==> config.mk <==
export PLATFORM = sky130hd
export DESIGN_NAME = multicycle_control_flat
export DESIGN_NICKNAME = d
export VERILOG_FILES = /design/src/rtl/multicycle_control_if.sv /design/src/rtl/multicycle_control.sv /design/src/flat_wrapper.sv
export SDC_FILE = /design/constraint.sdc
export NUM_CORES = 1
export LEC_CHECK = 0
export ABC_AREA = 1
export CORE_AREA = 4 4 41 43
export CTS_BUF_LIST = sky130_fd_sc_hd__clkbuf_4 sky130_fd_sc_hd__clkbuf_8
export DETAILED_ROUTE_END_ITERATION = 8
export DIE_AREA = 0 0 45 47
export PLACE_DENSITY = 0.78
export SYNTH_ARGS = -nofsm -noshare
export SYNTH_HDL_FRONTEND = slang
export SYNTH_SLANG_ARGS = --single-unit
==> constraint.sdc <==
create_clock -name clk -period 2.1 [get_ports clk]
set_input_delay 0.525 -clock clk [delete_from_list [all_inputs] [get_ports clk]]
set_output_delay 0.525 -clock clk [all_outputs]
set_load 0.03 [all_outputs]
==> src/rtl/multicycle_control_if.sv <==
// ============================================================================
// Module      : multicycle_control_if
// Description : Control bundle between the multi-cycle MIPS controller
//               (master) and its datapath (slave).
// Revision    : 1.0 - initial release
// ============================================================================
`default_nettype none

interface multicycle_control_if #(
    parameter int OPCODE_W = 6
);
    logic [OPCODE_W-1:0] opcode;
    logic                mem_ready;
    logic                pc_write;
    logic                pc_write_cond;
    logic                branch_ne;
    logic                iord;
    logic                mem_read;
    logic                mem_write;
    logic                ir_write;
    logic                mem_to_reg;
    logic                reg_dst;
    logic                reg_write;
    logic                alu_src_a;
    logic [1:0]          alu_src_b;
    logic [1:0]          alu_op;
    logic [1:0]          pc_source;
    logic                illegal_op;
    logic [3:0]          state_dbg;

    modport master (
        input  opcode, mem_ready,
        output pc_write, pc_write_cond, branch_ne, iord, mem_read, mem_write,
               ir_write, mem_to_reg, reg_dst, reg_write, alu_src_a, alu_src_b,
               alu_op, pc_source, illegal_op, state_dbg
    );

    modport slave (
        output opcode, mem_ready,
        input  pc_write, pc_write_cond, branch_ne, iord, mem_read, mem_write,
               ir_write, mem_to_reg, reg_dst, reg_write, alu_src_a, alu_src_b,
               alu_op, pc_source, illegal_op, state_dbg
    );
endinterface

`default_nettype wire

==> src/rtl/multicycle_control.sv <==
// ============================================================================
// Module      : multicycle_control
// Description : Main control FSM of the multi-cycle MIPS datapath; sequences
//               fetch/decode/execute/memory/writeback with memory stalls.
// Revision    : 1.0 - initial release
// ============================================================================
`default_nettype none

module multicycle_control #(
    parameter int                  OPCODE_W = 6,
    parameter logic [OPCODE_W-1:0] OP_RTYPE = 6'd0,
    parameter logic [OPCODE_W-1:0] OP_LW    = 6'd35,
    parameter logic [OPCODE_W-1:0] OP_SW    = 6'd43,
    parameter logic [OPCODE_W-1:0] OP_BEQ   = 6'd4,
    parameter logic [OPCODE_W-1:0] OP_BNE   = 6'd5,
    parameter logic [OPCODE_W-1:0] OP_J     = 6'd2,
    parameter logic [OPCODE_W-1:0] OP_ADDI  = 6'd8
) (
    input  logic                 clk,
    input  logic                 reset,
    multicycle_control_if.master bus
);

    typedef enum logic [3:0] {
        FETCH  = 4'd0,
        DECODE = 4'd1,
        MADDR  = 4'd2,
        MRD    = 4'd3,
        MWB    = 4'd4,
        MWR    = 4'd5,
        REXEC  = 4'd6,
        RWB    = 4'd7,
        BRANCH = 4'd8,
        JUMP   = 4'd9,
        IEXEC  = 4'd10,
        IWB    = 4'd11
    } state_t;

    state_t state_q;
    state_t state_d;

    logic w_is_rtype;
    logic w_is_mem;
    logic w_is_branch;
    logic w_is_jump;
    logic w_is_addi;

    assign w_is_rtype  = (bus.opcode == OP_RTYPE);
    assign w_is_mem    = (bus.opcode == OP_LW) || (bus.opcode == OP_SW);
    assign w_is_branch = (bus.opcode == OP_BEQ) || (bus.opcode == OP_BNE);
    assign w_is_jump   = (bus.opcode == OP_J);
    assign w_is_addi   = (bus.opcode == OP_ADDI);

    always_comb begin
        state_d = FETCH;
        case (state_q)
            FETCH:   state_d = bus.mem_ready ? DECODE : FETCH;
            DECODE: begin
                if (w_is_rtype)       state_d = REXEC;
                else if (w_is_mem)    state_d = MADDR;
                else if (w_is_branch) state_d = BRANCH;
                else if (w_is_jump)   state_d = JUMP;
                else if (w_is_addi)   state_d = IEXEC;
                else                  state_d = FETCH;
            end
            // Only LW/SW can reach MADDR because the IR holds the opcode.
            MADDR: begin
                if (bus.opcode == OP_LW)      state_d = MRD;
                else if (bus.opcode == OP_SW) state_d = MWR;
                else                          state_d = FETCH;
            end
            MRD:     state_d = bus.mem_ready ? MWB : MRD;
            MWB:     state_d = FETCH;
            MWR:     state_d = bus.mem_ready ? FETCH : MWR;
            REXEC:   state_d = RWB;
            RWB:     state_d = FETCH;
            BRANCH:  state_d = FETCH;
            JUMP:    state_d = FETCH;
            IEXEC:   state_d = IWB;
            IWB:     state_d = FETCH;
            default: state_d = FETCH;
        endcase
    end

    always_ff @(posedge clk or posedge reset) begin
        if (reset) begin
            state_q <= FETCH;
        end else begin
            state_q <= state_d;
        end
    end

    always_comb begin
        bus.pc_write      = 1'b0;
        bus.pc_write_cond = 1'b0;
        bus.branch_ne     = 1'b0;
        bus.iord          = 1'b0;
        bus.mem_read      = 1'b0;
        bus.mem_write     = 1'b0;
        bus.ir_write      = 1'b0;
        bus.mem_to_reg    = 1'b0;
        bus.reg_dst       = 1'b0;
        bus.reg_write     = 1'b0;
        bus.alu_src_a     = 1'b0;
        bus.alu_src_b     = 2'b00;
        bus.alu_op        = 2'b00;
        bus.pc_source     = 2'b00;
        bus.illegal_op    = 1'b0;
        case (state_q)
            FETCH: begin
                // PC+4 is computed every fetch cycle; committed only when memory answers.
                bus.mem_read  = 1'b1;
                bus.alu_src_b = 2'b01;
                bus.ir_write  = bus.mem_ready;
                bus.pc_write  = bus.mem_ready;
            end
            DECODE: begin
                bus.alu_src_b  = 2'b11;
                bus.illegal_op = !(w_is_rtype || w_is_mem || w_is_branch ||
                                   w_is_jump || w_is_addi);
            end
            MADDR: begin
                bus.alu_src_a = 1'b1;
                bus.alu_src_b = 2'b10;
            end
            MRD: begin
                bus.mem_read = 1'b1;
                bus.iord     = 1'b1;
            end
            MWB: begin
                bus.reg_write  = 1'b1;
                bus.mem_to_reg = 1'b1;
            end
            MWR: begin
                bus.mem_write = 1'b1;
                bus.iord      = 1'b1;
            end
            REXEC: begin
                bus.alu_src_a = 1'b1;
                bus.alu_op    = 2'b10;
            end
            RWB: begin
                bus.reg_write = 1'b1;
                bus.reg_dst   = 1'b1;
            end
            BRANCH: begin
                bus.alu_src_a     = 1'b1;
                bus.alu_op        = 2'b01;
                bus.pc_write_cond = 1'b1;
                bus.pc_source     = 2'b01;
                bus.branch_ne     = (bus.opcode == OP_BNE);
            end
            JUMP: begin
                bus.pc_write  = 1'b1;
                bus.pc_source = 2'b10;
            end
            IEXEC: begin
                bus.alu_src_a = 1'b1;
                bus.alu_src_b = 2'b10;
            end
            IWB: begin
                bus.reg_write = 1'b1;
            end
            default: ;
        endcase
    end

    assign bus.state_dbg = state_q;

endmodule

`default_nettype wire

==> src/flat_wrapper.sv <==
// flat-port wrapper written by rule: the top's interface ports become plain ports
module multicycle_control_flat 
#(
    parameter int                  OPCODE_W = 6,
    parameter logic [OPCODE_W-1:0] OP_RTYPE = 6'd0,
    parameter logic [OPCODE_W-1:0] OP_LW    = 6'd35,
    parameter logic [OPCODE_W-1:0] OP_SW    = 6'd43,
    parameter logic [OPCODE_W-1:0] OP_BEQ   = 6'd4,
    parameter logic [OPCODE_W-1:0] OP_BNE   = 6'd5,
    parameter logic [OPCODE_W-1:0] OP_J     = 6'd2,
    parameter logic [OPCODE_W-1:0] OP_ADDI  = 6'd8
)
  (clk, reset, bus_opcode, bus_mem_ready, bus_pc_write, bus_pc_write_cond, bus_branch_ne, bus_iord, bus_mem_read, bus_mem_write, bus_ir_write, bus_mem_to_reg, bus_reg_dst, bus_reg_write, bus_alu_src_a, bus_alu_src_b, bus_alu_op, bus_pc_source, bus_illegal_op, bus_state_dbg);
  multicycle_control_if #(.OPCODE_W(OPCODE_W)) bus_i ();
  input  logic clk;
  input  logic reset;
  input wire logic [$bits(bus_i.opcode)-1:0] bus_opcode;
  input wire logic [$bits(bus_i.mem_ready)-1:0] bus_mem_ready;
  output wire logic [$bits(bus_i.pc_write)-1:0] bus_pc_write;
  output wire logic [$bits(bus_i.pc_write_cond)-1:0] bus_pc_write_cond;
  output wire logic [$bits(bus_i.branch_ne)-1:0] bus_branch_ne;
  output wire logic [$bits(bus_i.iord)-1:0] bus_iord;
  output wire logic [$bits(bus_i.mem_read)-1:0] bus_mem_read;
  output wire logic [$bits(bus_i.mem_write)-1:0] bus_mem_write;
  output wire logic [$bits(bus_i.ir_write)-1:0] bus_ir_write;
  output wire logic [$bits(bus_i.mem_to_reg)-1:0] bus_mem_to_reg;
  output wire logic [$bits(bus_i.reg_dst)-1:0] bus_reg_dst;
  output wire logic [$bits(bus_i.reg_write)-1:0] bus_reg_write;
  output wire logic [$bits(bus_i.alu_src_a)-1:0] bus_alu_src_a;
  output wire logic [$bits(bus_i.alu_src_b)-1:0] bus_alu_src_b;
  output wire logic [$bits(bus_i.alu_op)-1:0] bus_alu_op;
  output wire logic [$bits(bus_i.pc_source)-1:0] bus_pc_source;
  output wire logic [$bits(bus_i.illegal_op)-1:0] bus_illegal_op;
  output wire logic [$bits(bus_i.state_dbg)-1:0] bus_state_dbg;
  assign bus_i.opcode = bus_opcode;
  assign bus_i.mem_ready = bus_mem_ready;
  assign bus_pc_write = bus_i.pc_write;
  assign bus_pc_write_cond = bus_i.pc_write_cond;
  assign bus_branch_ne = bus_i.branch_ne;
  assign bus_iord = bus_i.iord;
  assign bus_mem_read = bus_i.mem_read;
  assign bus_mem_write = bus_i.mem_write;
  assign bus_ir_write = bus_i.ir_write;
  assign bus_mem_to_reg = bus_i.mem_to_reg;
  assign bus_reg_dst = bus_i.reg_dst;
  assign bus_reg_write = bus_i.reg_write;
  assign bus_alu_src_a = bus_i.alu_src_a;
  assign bus_alu_src_b = bus_i.alu_src_b;
  assign bus_alu_op = bus_i.alu_op;
  assign bus_pc_source = bus_i.pc_source;
  assign bus_illegal_op = bus_i.illegal_op;
  assign bus_state_dbg = bus_i.state_dbg;
  multicycle_control #(.OPCODE_W(OPCODE_W), .OP_RTYPE(OP_RTYPE), .OP_LW(OP_LW), .OP_SW(OP_SW), .OP_BEQ(OP_BEQ), .OP_BNE(OP_BNE), .OP_J(OP_J), .OP_ADDI(OP_ADDI)) u_core (.clk(clk), .reset(reset), .bus(bus_i));
endmodule
==> impl_results.md <==
* Peak VDD IR at 0.0001810 V
* Row cnt at 13
* Synth unique cells at 12
* Detail Route Antenna Nets at 0
* Switching Share at 0.3755
* Clock sink count at 4
* LEAKAGE at 0.6429 nW
* Slew headroom at 0.7919
* I/O pins at 31
* Slew Limit Fails at 0
* # H-tree levels at 1
* Initial Utilization at 0.3712
* # nets final at 166
* Clock share of power at 0.273
* Worst Path Max Fanout at 3
* CTS Root Cell: clkbuf_4
* Flop pwr share at 0.251
* Setup slack after layout at 0.08069 ns
* # diodes at 0
* Max FFs per register at 4
* Core Area at 1301 um2
* PwrDens at between 300 and 400 nW/um2
* Buffers on Ports at 30
* Post-DP HPWL at roughly 1.3 mm
* Post-Place Worst Slack at -0.1362 ns
* Non-filler cells, final at 170
* CP delay by family, top: buffers and inverters
* CP endpoint kind: primary output
* Gr ovfl total at 0
* Vias at 790
* Synthesis-stage register bit count at 4
* Drt wl/cell at 10.56 um
* Mapped cell area at roughly 480 um2
* Combinational Power Share at 0.476
* Final setup skew at between 0.0005 and 0.0006 ns
* WP data arrival at 1.49 ns
* Share of layout cells above drive strength 1 at 0.3226
* Initial DRC count at 10
* Worst endpoint required time at 1.57 ns
* Setup violations, final at 0
* Gpl congestion at 0.8527
* Status: completed
* Crit-path slowest cell: clkdlybuf4s50_1
* Average cell area after synthesis at 5.084 um2
* CTS Buf Count at 3
* Cells after Synth at 95
* Drt via density at approximately 4.6
* Final Hold Fails at 0
* CTS max path bufs at 2
* RSZ-0062 raised after global routing: yes
* Final Cycle Share at 0.9616
* Pint at 0.2127 mW
* Setup Crit Path Kind: in -> out
* DIE AREA at between 2000 and 2500 um2
* Synthesized Nets at ~100
* Critical Path Start: bus_mem_ready
* Sw Pwr at between 0.1 and 0.15 mW
* Number of global-route vias before repair at 732
* Initial antenna violation count at 0
* Critical Path Source Type: input port
* 1st-pass router iterations at 4
* Slew @ Worst Pin at around 0.31 ns
* Critical path's largest stage delay at 0.53 ns
* Reg clk slew, reported paths at 0.04 ns
* Number of max-cap violations at 0
* Critical Path, Cell by Cell: clkdlybuf4s50_1, nand3_1, o21ai_0, buf_4
* Area growth syn-to-layout at 108.8%
* Worst min path class: in -> async
* DR DRC count at 0
* Ys Warns at 0
* Largest net degree at the start of global routing at 7
* Seq/Total Area, Yosys at 0.2073
* Skew-Pair Late Insertion Delay at approximately 0.23 ns
* Total Wirelength at 1.795 mm
* CP bufs+invs at 2
* Gr usage total at 0.1807
* Placed Cells at 149
* Die width at 45 um
* Hold-fix buffers at CTS at 0
* First-pass GRT wire length at 2.794 mm
* CTS tree: built
* Fmax at 495.2 MHz
* Worst r2r src: u_core.bus.state_dbg[1]$_DFF_PP0_
* Crit path time final at 2.019 ns
* Chip height at 47 um
-- routing by layer --
metal / wire length (um) / share of wire / track usage / vias up
met5: 0 / 0 / 0 / -
met4: 95 / 0.053 / 0.1520 / 0
met3: 137 / 0.076 / 0.02682 / 10
met2: 954 / 0.53 / 0.3559 / 36
met1: 607 / 0.34 / 0.1583 / 335
li1: - / - / - / 409
-- synth_stat cells --
cell / number / share of area
inv_2: 1 / 0.0078
nor3_1: 2 / 0.021
nand2_1: 24 / 0.19
nor2_1: 24 / 0.19
nor2_2: 2 / 0.026
o21ai_0: 2 / 0.021
inv_1: 18 / 0.14
nand2_2: 2 / 0.026
buf_4: 2 / 0.031
dfrtp_1: 4 / 0.21
nand4_1: 1 / 0.013
nand3_1: 13 / 0.13
-- metrics by stage --
| step | hold WS, ns | total power, mW | setup TNS, ns | cell area, um2 | utilization |
|---|---|---|---|---|---|
| 2_1_floorplan | 0.2911 | 0.1660 | 0 | 485.5 | - |
| 3_3_place_gp | 0.7087 | 0.2344 | -0.05516 | 859.6 | 0.6606 |
| 3_5_place_dp | 0.7290 | 0.2364 | -0.2573 | 859.6 | 0.6606 |
| 4_1_cts | 0.4826 | 0.3368 | 0 | 998.5 | 0.7673 |
| 5_1_grt | 0.5025 | 0.3601 | -0.02092 | 1008 | 0.7750 |
| 6_report | 0.4810 | 0.3406 | 0 | 1008 | 0.7750 |
-- cell families (layout without fill, tap and decap cells) --
family	after synthesis	after routing	share of synthesized area
DFF	4	4	0.2073
AOI/OAI and AO/OA	2	2	0.02073
buffers and inverters	21	81	0.1787
and+or+nand+nor	68	68	0.5933
-- power groups by stage --
stage               clock [mW]  sequential [mW]  combinational [mW]
floorplan                    0           0.0919              0.0741
global placement             0           0.0852               0.149
detailed placement           0           0.0853               0.151
CTS                     0.0954           0.0844               0.157
global route            0.0991           0.0862               0.175
finish                  0.0929           0.0854               0.162
-- timing repair --
item / 4_1_cts / 5_1_grt
gates resized for setup: 21 / 10
setup buffers: 18 / 0
endpoints found under the setup margin: 15 / 9
pin swaps: 5 / 0
-- layout make-up --
type | count | area, um2
multi-input combinational | 70 | 319.1
timing repair buffer | 59 | 475.5
sequential | 4 | 101.3
fill | 105 | 292.8
tap | 15 | 18.77
clock buffer | 3 | 22.52
inverter | 19 | 71.32
-- worst paths after layout --
check                                                     to  cells after the start  slack [ns]
max in group asynchronous  u_core.bus.state_dbg[3]$_DFF_PP0_                      2        1.46
min in group clk           u_core.bus.state_dbg[0]$_DFF_PP0_                      3        0.72
hold / removal             u_core.bus.state_dbg[1]$_DFF_PP0_                      2        0.48
setup / recovery                                bus_pc_write                      4        0.08
setup reg to reg           u_core.bus.state_dbg[1]$_DFF_PP0_                      7        0.87
hold reg to reg            u_core.bus.state_dbg[0]$_DFF_PP0_                      3        0.72
-- cell usage in the layout (no fill, tap or decap) --
| cell type | count |
|---|---|
| buf_4 | 34 |
| nand2_1 | 24 |
| nor2_1 | 19 |
| inv_1 | 18 |
| dlygate4sd2_1 | 16 |
| nand3_1 | 13 |
| clkdlybuf4s50_1 | 6 |
| nor2_2 | 5 |
| clkbuf_4 | 3 |
| dfrtp_1 | 3 |
| nor2_4 | 2 |
| nand2_2 | 2 |
| o21ai_0 | 2 |
| nor3_1 | 2 |
| clkbuf_2 | 2 |
| inv_2 | 1 |
| nand4_1 | 1 |
| clkdlybuf4s15_1 | 1 |
| dfrtp_2 | 1 |
(Power assumes the default switching activity.)
